File: config.mk
export PLATFORM = sky130hd
export DESIGN_NAME = rvh_pmp_check_arb
export DESIGN_NICKNAME = d
export VERILOG_FILES = /design/src/rtl/rvh_pmp_pkg.sv /design/src/rtl/rvh_pmp_rr_arb.sv /design/src/rtl/rvh_pmp_check_arb.sv
export SDC_FILE = /design/constraint.sdc
export NUM_CORES = 1
export LEC_CHECK = 0
export ABC_AREA = 1
export CAP_MARGIN = 0
export CELL_PAD_IN_SITES_DETAIL_PLACEMENT = 1
export CELL_PAD_IN_SITES_GLOBAL_PLACEMENT = 1
export CORE_AREA = 4 4 153 140
export DETAILED_ROUTE_END_ITERATION = 12
export DIE_AREA = 0 0 157 144
export PLACE_DENSITY_LB_ADDON = 0.15
export SYNTH_ARGS = -nofsm -noshare
export SYNTH_HDL_FRONTEND = slang
export SYNTH_HIERARCHICAL = 1
export SYNTH_SLANG_ARGS = --single-unit
File: constraint.sdc
create_clock -name clk -period 2.8 [get_ports clk]
set_input_delay 0.28 -clock clk [delete_from_list [all_inputs] [get_ports clk]]
set_output_delay 0.28 -clock clk [all_outputs]
set_load 0.01 [all_outputs]
File: src/rtl/rvh_pmp_pkg.sv
// Shared PMP definitions used by the check arbiter and by the PMP entries.
// Contents:
//   acc_type_e      - access type encoding driven onto the check bus (R/W/X)
//   ReqItlb/Dtlb/Ptw - requester index constants
//   id_width()      - width of a requester index, never narrower than one bit
package rvh_pmp_pkg;

  typedef enum logic [1:0] {
    AccR = 2'd0,
    AccW = 2'd1,
    AccX = 2'd2
  } acc_type_e;

  localparam int unsigned ReqItlb = 0;
  localparam int unsigned ReqDtlb = 1;
  localparam int unsigned ReqPtw  = 2;

  function automatic int unsigned id_width(input int unsigned n);
    return (n > 1) ? $clog2(n) : 1;
  endfunction

endpackage

File: src/rtl/rvh_pmp_rr_arb.sv
// Round-robin arbiter with a registered search pointer.
// Ports:
//   clk, rstn  - clock, synchronous active-low reset (pointer returns to 0)
//   req_i      - per-requester request
//   en_i       - grant enable; no grant and no pointer move when low
//   gnt_o      - one-hot grant (or zero)
//   gnt_idx_o  - index of the granted requester (0 when nothing is granted)
// The search starts at the pointer; after a grant the pointer moves to the
// granted index + 1 (wrapping at N). A grant always implies a handshake.
module rvh_pmp_rr_arb
  import rvh_pmp_pkg::*;
#(
  parameter int unsigned N = 3
) (
  input  logic                      clk,
  input  logic                      rstn,
  input  logic [N-1:0]              req_i,
  input  logic                      en_i,
  output logic [N-1:0]              gnt_o,
  output logic [id_width(N)-1:0]    gnt_idx_o
);

  localparam int unsigned IdxW = id_width(N);

  logic [IdxW-1:0] rr_ptr_q, rr_ptr_d;

  always_comb begin : p_search
    int unsigned idx;
    logic        found;
    gnt_o     = '0;
    gnt_idx_o = '0;
    found     = 1'b0;
    idx       = 0;
    for (int unsigned off = 0; off < N; off++) begin
      idx = 32'(rr_ptr_q) + off;
      if (idx >= N) idx = idx - N;
      if (en_i && !found && req_i[idx]) begin
        found          = 1'b1;
        gnt_o[idx]     = 1'b1;
        gnt_idx_o      = IdxW'(idx);
      end
    end
  end

  always_comb begin
    rr_ptr_d = rr_ptr_q;
    if (|gnt_o) begin
      rr_ptr_d = (32'(gnt_idx_o) + 1 >= N) ? '0 : IdxW'(32'(gnt_idx_o) + 1);
    end
  end

  always_ff @(posedge clk) begin
    if (!rstn) rr_ptr_q <= '0;
    else       rr_ptr_q <= rr_ptr_d;
  end

endmodule

File: src/rtl/rvh_pmp_check_arb.sv
// PMP check arbiter: picks one of REQ_NUM requesters (ITLB/DTLB/PTW) per
// cycle, broadcasts the accepted address to all PMP entries (stage S1),
// resolves the entry responses into a fault bit and returns it (stage S2).
// Ports:
//   clk, rstn            - clock, synchronous active-low reset
//   flush_i              - drop both pipeline stages, accept nothing
//   req_*                - packed per-requester request bus (valid/ready)
//   check_*              - broadcast to PMP entries, driven from S1 only
//   entry_*              - per-entry match/fail/lock/active from the entries
//   resp_*               - response (valid/ready) with requester id and fault
// Latency is two cycles from handshake to resp_vld_o with full throughput.
module rvh_pmp_check_arb
  import rvh_pmp_pkg::*;
#(
  parameter int unsigned PADDR_WIDTH     = 56,
  parameter int unsigned REQ_NUM         = 3,
  parameter int unsigned PMP_ENTRY_COUNT = 16
) (
  input  logic                             clk,
  input  logic                             rstn,
  input  logic                             flush_i,
  input  logic [REQ_NUM-1:0]               req_vld_i,
  output logic [REQ_NUM-1:0]               req_rdy_o,
  input  logic [REQ_NUM*PADDR_WIDTH-1:0]   req_paddr_i,
  input  logic [2*REQ_NUM-1:0]             req_access_type_i,
  input  logic [REQ_NUM-1:0]               req_priv_m_i,
  output logic                             check_vld_o,
  output logic [PADDR_WIDTH-1:0]           check_paddr_o,
  output logic [1:0]                       check_access_type_o,
  input  logic [PMP_ENTRY_COUNT-1:0]       entry_match_i,
  input  logic [PMP_ENTRY_COUNT-1:0]       entry_fail_i,
  input  logic [PMP_ENTRY_COUNT-1:0]       entry_locked_i,
  input  logic [PMP_ENTRY_COUNT-1:0]       entry_active_i,
  output logic                             resp_vld_o,
  input  logic                             resp_rdy_i,
  output logic [id_width(REQ_NUM)-1:0]     resp_id_o,
  output logic                             resp_fault_o
);

  localparam int unsigned IdW = id_width(REQ_NUM);

  // Stage S1: request being checked against the entries
  logic                   s1_vld_q;
  logic [PADDR_WIDTH-1:0] s1_paddr_q;
  acc_type_e              s1_type_q;
  logic                   s1_priv_m_q;
  logic [IdW-1:0]         s1_id_q;
  // Stage S2: resolved response
  logic                   s2_vld_q;
  logic [IdW-1:0]         s2_id_q;
  logic                   s2_fault_q;

  logic                   s2_free, s1_free, arb_en, hs;
  logic [REQ_NUM-1:0]     gnt;
  logic [IdW-1:0]         gnt_idx;
  logic [PADDR_WIDTH-1:0] sel_paddr;
  acc_type_e              sel_type;
  logic                   sel_priv_m;
  logic                   hit, hit_fail, hit_locked, fault;

  assign s2_free = ~s2_vld_q | resp_rdy_i;
  assign s1_free = ~s1_vld_q | s2_free;
  assign arb_en  = rstn & ~flush_i & s1_free;
  assign hs      = |gnt;

  rvh_pmp_rr_arb #(
    .N (REQ_NUM)
  ) u_rr_arb (
    .clk       (clk),
    .rstn      (rstn),
    .req_i     (req_vld_i),
    .en_i      (arb_en),
    .gnt_o     (gnt),
    .gnt_idx_o (gnt_idx)
  );

  always_comb begin
    sel_paddr  = '0;
    sel_type   = AccR;
    sel_priv_m = 1'b0;
    for (int unsigned i = 0; i < REQ_NUM; i++) begin
      if (gnt[i]) begin
        sel_paddr  = req_paddr_i[i*PADDR_WIDTH +: PADDR_WIDTH];
        sel_type   = acc_type_e'(req_access_type_i[2*i +: 2]);
        sel_priv_m = req_priv_m_i[i];
      end
    end
  end

  // Lowest-index match wins: scan downward so the last hit written is the lowest.
  always_comb begin
    hit        = 1'b0;
    hit_fail   = 1'b0;
    hit_locked = 1'b0;
    for (int i = int'(PMP_ENTRY_COUNT) - 1; i >= 0; i--) begin
      if (entry_match_i[i]) begin
        hit        = 1'b1;
        hit_fail   = entry_fail_i[i];
        hit_locked = entry_locked_i[i];
      end
    end
    // M-mode bypasses unlocked entries; with no match only M-mode or an
    // all-OFF table is allowed through.
    if (hit) fault = hit_fail & (~s1_priv_m_q | hit_locked);
    else     fault = ~s1_priv_m_q & (|entry_active_i);
  end

  always_ff @(posedge clk) begin
    if (!rstn) begin
      s1_vld_q    <= 1'b0;
      s1_paddr_q  <= '0;
      s1_type_q   <= AccR;
      s1_priv_m_q <= 1'b0;
      s1_id_q     <= '0;
      s2_vld_q    <= 1'b0;
      s2_id_q     <= '0;
      s2_fault_q  <= 1'b0;
    end else if (flush_i) begin
      s1_vld_q <= 1'b0;
      s2_vld_q <= 1'b0;
    end else begin
      if (s2_free) begin
        s2_vld_q <= s1_vld_q;
        if (s1_vld_q) begin
          s2_id_q    <= s1_id_q;
          s2_fault_q <= fault;
        end
      end
      if (hs) begin
        s1_vld_q    <= 1'b1;
        s1_paddr_q  <= sel_paddr;
        s1_type_q   <= sel_type;
        s1_priv_m_q <= sel_priv_m;
        s1_id_q     <= gnt_idx;
      end else if (s2_free) begin
        s1_vld_q <= 1'b0;
      end
    end
  end

  // Outputs are forced low while reset is held so nothing leaks before the
  // first reset edge has cleared the registers.
  assign req_rdy_o           = gnt;
  assign check_vld_o         = rstn & s1_vld_q;
  assign check_paddr_o       = rstn ? s1_paddr_q : '0;
  assign check_access_type_o = rstn ? s1_type_q : 2'b00;
  assign resp_vld_o          = rstn & s2_vld_q;
  assign resp_id_o           = rstn ? s2_id_q : '0;
  assign resp_fault_o        = rstn & s2_fault_q;

endmodule

==> summary.txt <==
Worst hold path
  – Hold Crit Class: in -> reg
  – Min-delay src: rstn

Synth
  – Cells after Synth: about 700
  – Ys async rst share: 0%
  – Multiplexer share of the synthesized area: 0%
  – Ys flop type: dfxtp_1
  – Post-synth EDFFs: 0
  – Simple-Gate Fraction of Synth Area: 24.54%
  – Mean Syn Cell Area: 6.486 µm²
  – Cell taking the most area after synthesis: dfxtp_1
  – Netlist Area Pre-Place: 4508 µm²
  – Yosys warnings: 6
  – Synth unique cells: 39
  – XOR/XNOR share of the synthesized area: 0%
  – Synth area leaders: dfxtp_1, a221oi_1, nand2_1, o22ai_1, inv_1
  – Most frequent cell after synthesis: nand2_1
  – Largest family of logic cells by synthesized area: compound AO/OA/AOI/OAI gates
  – Yosys reg bits: 68
  – Post-Syn Nets: 947
  – Compound-Gate Fraction of Synth Area: 29.98%
  – Synth Area in Adders: roughly 1.1%
  – Top-area cell type share of the netlist area: 30.20%
  – Most frequent cells after synthesis: nand2_1, inv_1, nor2_1
  – Seq/Total Area, Yosys: 30.20%

Timing
  – Clk_skew: 0.006162 ns
  – Tcrit/Tclk final: 94.47%
  – Final hold viol count: 0
  – Fin worst setup slack: 0.1548 ns
  – Max-slew headroom: 47.34%
  – Fmax: 378.0 MHz
  – Max-slew violation count: 0
  – Setup TNS Final: 0 ns
  – Count of final setup violators: 0
  – Hold slack: about 0.32 ns
  – Least-Margin Pin Slew: just under 0.8 ns
  – Final min period: ~2.6 ns

Floorplan
  – I/O pins: 314
  – Die Y: 144 µm
  – Starting Density: 22.76%
  – Die Area: 22610 µm²
  – Site row count: 49
  – Core Region: roughly 20000 µm²
  – DIE WIDTH: 157 µm

Route
  – 1st-iter DRT viols: 220
  – DRT met1 WL: ~9.5 mm
  – Vias per std cell: around 4.8
  – DRC errors left: 0
  – Top layer used by detailed routing: met5
  – Met3 wire length: roughly 1.8 mm
  – Detailed Routing Iterations Pass 1: 4
  – DR vias: 6009
  – Routed Antenna Nets: 0
  – Wire length after detailed routing: 22.62 mm
  – WL per Instance: 17.98 µm
  – Metal2 WL: 10.75 mm

Setup path
  – Critical path peak fanout: 19
  – CP Capture Type: flip-flop
  – Startpoint types: flip-flop
  – CP Data Required Time: 2.98 ns
  – Worst Setup SP: u_rr_arb/rr_ptr_q[0]
  – Worst Path Arrival: 2.82 ns
  – Reg-to-Reg Start: u_rr_arb/rr_ptr_q[0]
  – Critical path class: reg -> reg

Final layout
  – Fin area: 8501 µm²
  – Fillers: 2437
  – P&R area growth vs syn: 88.57%
  – Share of cells above drive strength 1: 9.182%
  – Nets: 1249

Global route
  – Total GRT Usage: 18.88%
  – Vias in the first global route: 6184
  – First-pass GRT wire length: 33.71 mm
  – Initial antenna violation count: 2
  – Largest net degree at the start of global routing: 70
  – Grt total ovfl: 0

Placement
  – PortBufs: 313
  – GPL Wtd Cong: ~0.80
  – Pre-CTS setup slack: -0.01929 ns
  – Post-DP Area: roughly 8000 µm²
  – Post-detail-place hpwl: 16.80 mm

Clock tree
  – Clock sink total: 68
  – Number of clock buffers inserted by TritonCTS: 9
  – H-tree Lvls: 3
  – Max Root-Sink Buffers: 2
  – Clock Tree Root: clkbuf_16
  – Hold buffers post-CTS: 0
  – CTS tree: done
  – Clk slew on worst S/H paths: roughly 0.060 ns
  – Clk Latency, worst-skew pair: around 0.33 ns

Power
  – PwrDens: ~570 nW/µm²
  – Worst VDD drop: 0.2545 mV
  – Leakage power: 3.639 nW

Outcome
  – Status: completed

Job
  – Max Cap Violations: 0
layout make-up:
class                           count  area [µm²]  share of cell area (%)
Sequential cell                    68        1364                   16.04
Tap cell                          255       319.1                   3.753
Clock inverter                      7       91.34                   1.074
Clock buffer                        9       225.2                   2.649
Multi-Input combinational cell    468        2576                   30.31
Antenna cell                        1       2.502                 0.02944
Timing Repair Buffer              343        3521                   41.42
Inverter                          107       401.6                   4.725
flip-flops by register name (all words and copies together), names as in the netlist:
signal and count:
s1_vld_q 1, s1_priv_m_q 1, s2_id_q 2, s2_fault_q 1, s2_vld_q 1, u_rr_arb/rr_ptr_q 2, s1_paddr_q 56, s1_type_q 2
s1_id_q 2
where the power goes:
group	internal, W	total (W)	switching, W
Clock	0.000776	0.00123	0.000449
Sequential	0.00107	0.00111	0.0000417
Combinational	0.00119	0.00255	0.00136
Total	0.00303	0.00488	0.00185
layer usage:
| layer | global-route usage, % | up-vias |
|---|---|---|
| met5 | 0 | - |
| met4 | 5.342 | 2 |
| met3 | 5.536 | 29 |
| met2 | 32.02 | 217 |
| met1 | 23.40 | 2769 |
| li1 | - | 2992 |
stage by stage:
step	util (%)	total power, W	cells
2_1_floorplan	-	0.002440	695
4_1_cts	42.51	0.004859	1253
5_1_grt	42.93	0.005224	1258
3_5_place_dp	40.58	0.003535	1236
6_report	42.93	0.004880	1258
3_3_place_gp	40.58	0.003522	1236
final timing paths:
path	end	slack [ns]	cells past startpoint
setup / recovery	s1_paddr_q[7]	0.15	16
hold / removal	s1_vld_q	0.32	5
setup reg to reg	s1_paddr_q[7]	0.15	16
hold reg to reg	s2_id_q[0]	0.47	2
worst max-delay path, stage by stage (launching register included):
cell and delay, ns:
dfxtp_2 0.36, inv_1 0.11, ha_4 0.28, inv_2 0.08
nand2_1 0.05, nand3_1 0.08, nand2_2 0.08, nand4_1 0.10
nand2_1 0.10, nor2_4 0.18, inv_2 0.09, buf_4 0.18
buf_4 0.21, a221oi_1 0.36, nor2_1 0.07, o21ai_0 0.08
o22ai_1 0.08
repair_timing:
action                     4_1_cts  5_1_grt
buffers inserted                 0        3
pin swaps                        1        2
gates resized for setup         10        6
cloned                           1        1
setup endpoints to repair        3       42
layout by cell type (no fill, tap or decap), types with 3 or more instances in the layout:
cell type          n
clkdlybuf4s50_1  309
buf_12            10
nand3_1           14
dlygate4sd2_1      3
a221oi_1          57
o22ai_1           58
dfxtp_1           66
clkbuf_16         10
buf_4             17
a21oi_1           12
nand3_2            3
inv_2             13
nor2_4             3
nand2_1          119
nor2_1            89
nor3_1             3
clkinv_2           3
o21ai_0           49
nor4_1             6
inv_1             93
nand2_2            7
nor2_2             5
o21ai_1           17
kinds of logic after synthesis:
group | after synthesis
adders and majority gates | 4
and+or+nand+nor | 259
buffers and inverters | 159
DFF | 68
AOI/OAI and AO/OA | 205
Note: power is estimated with default switching activity, not from simulation.
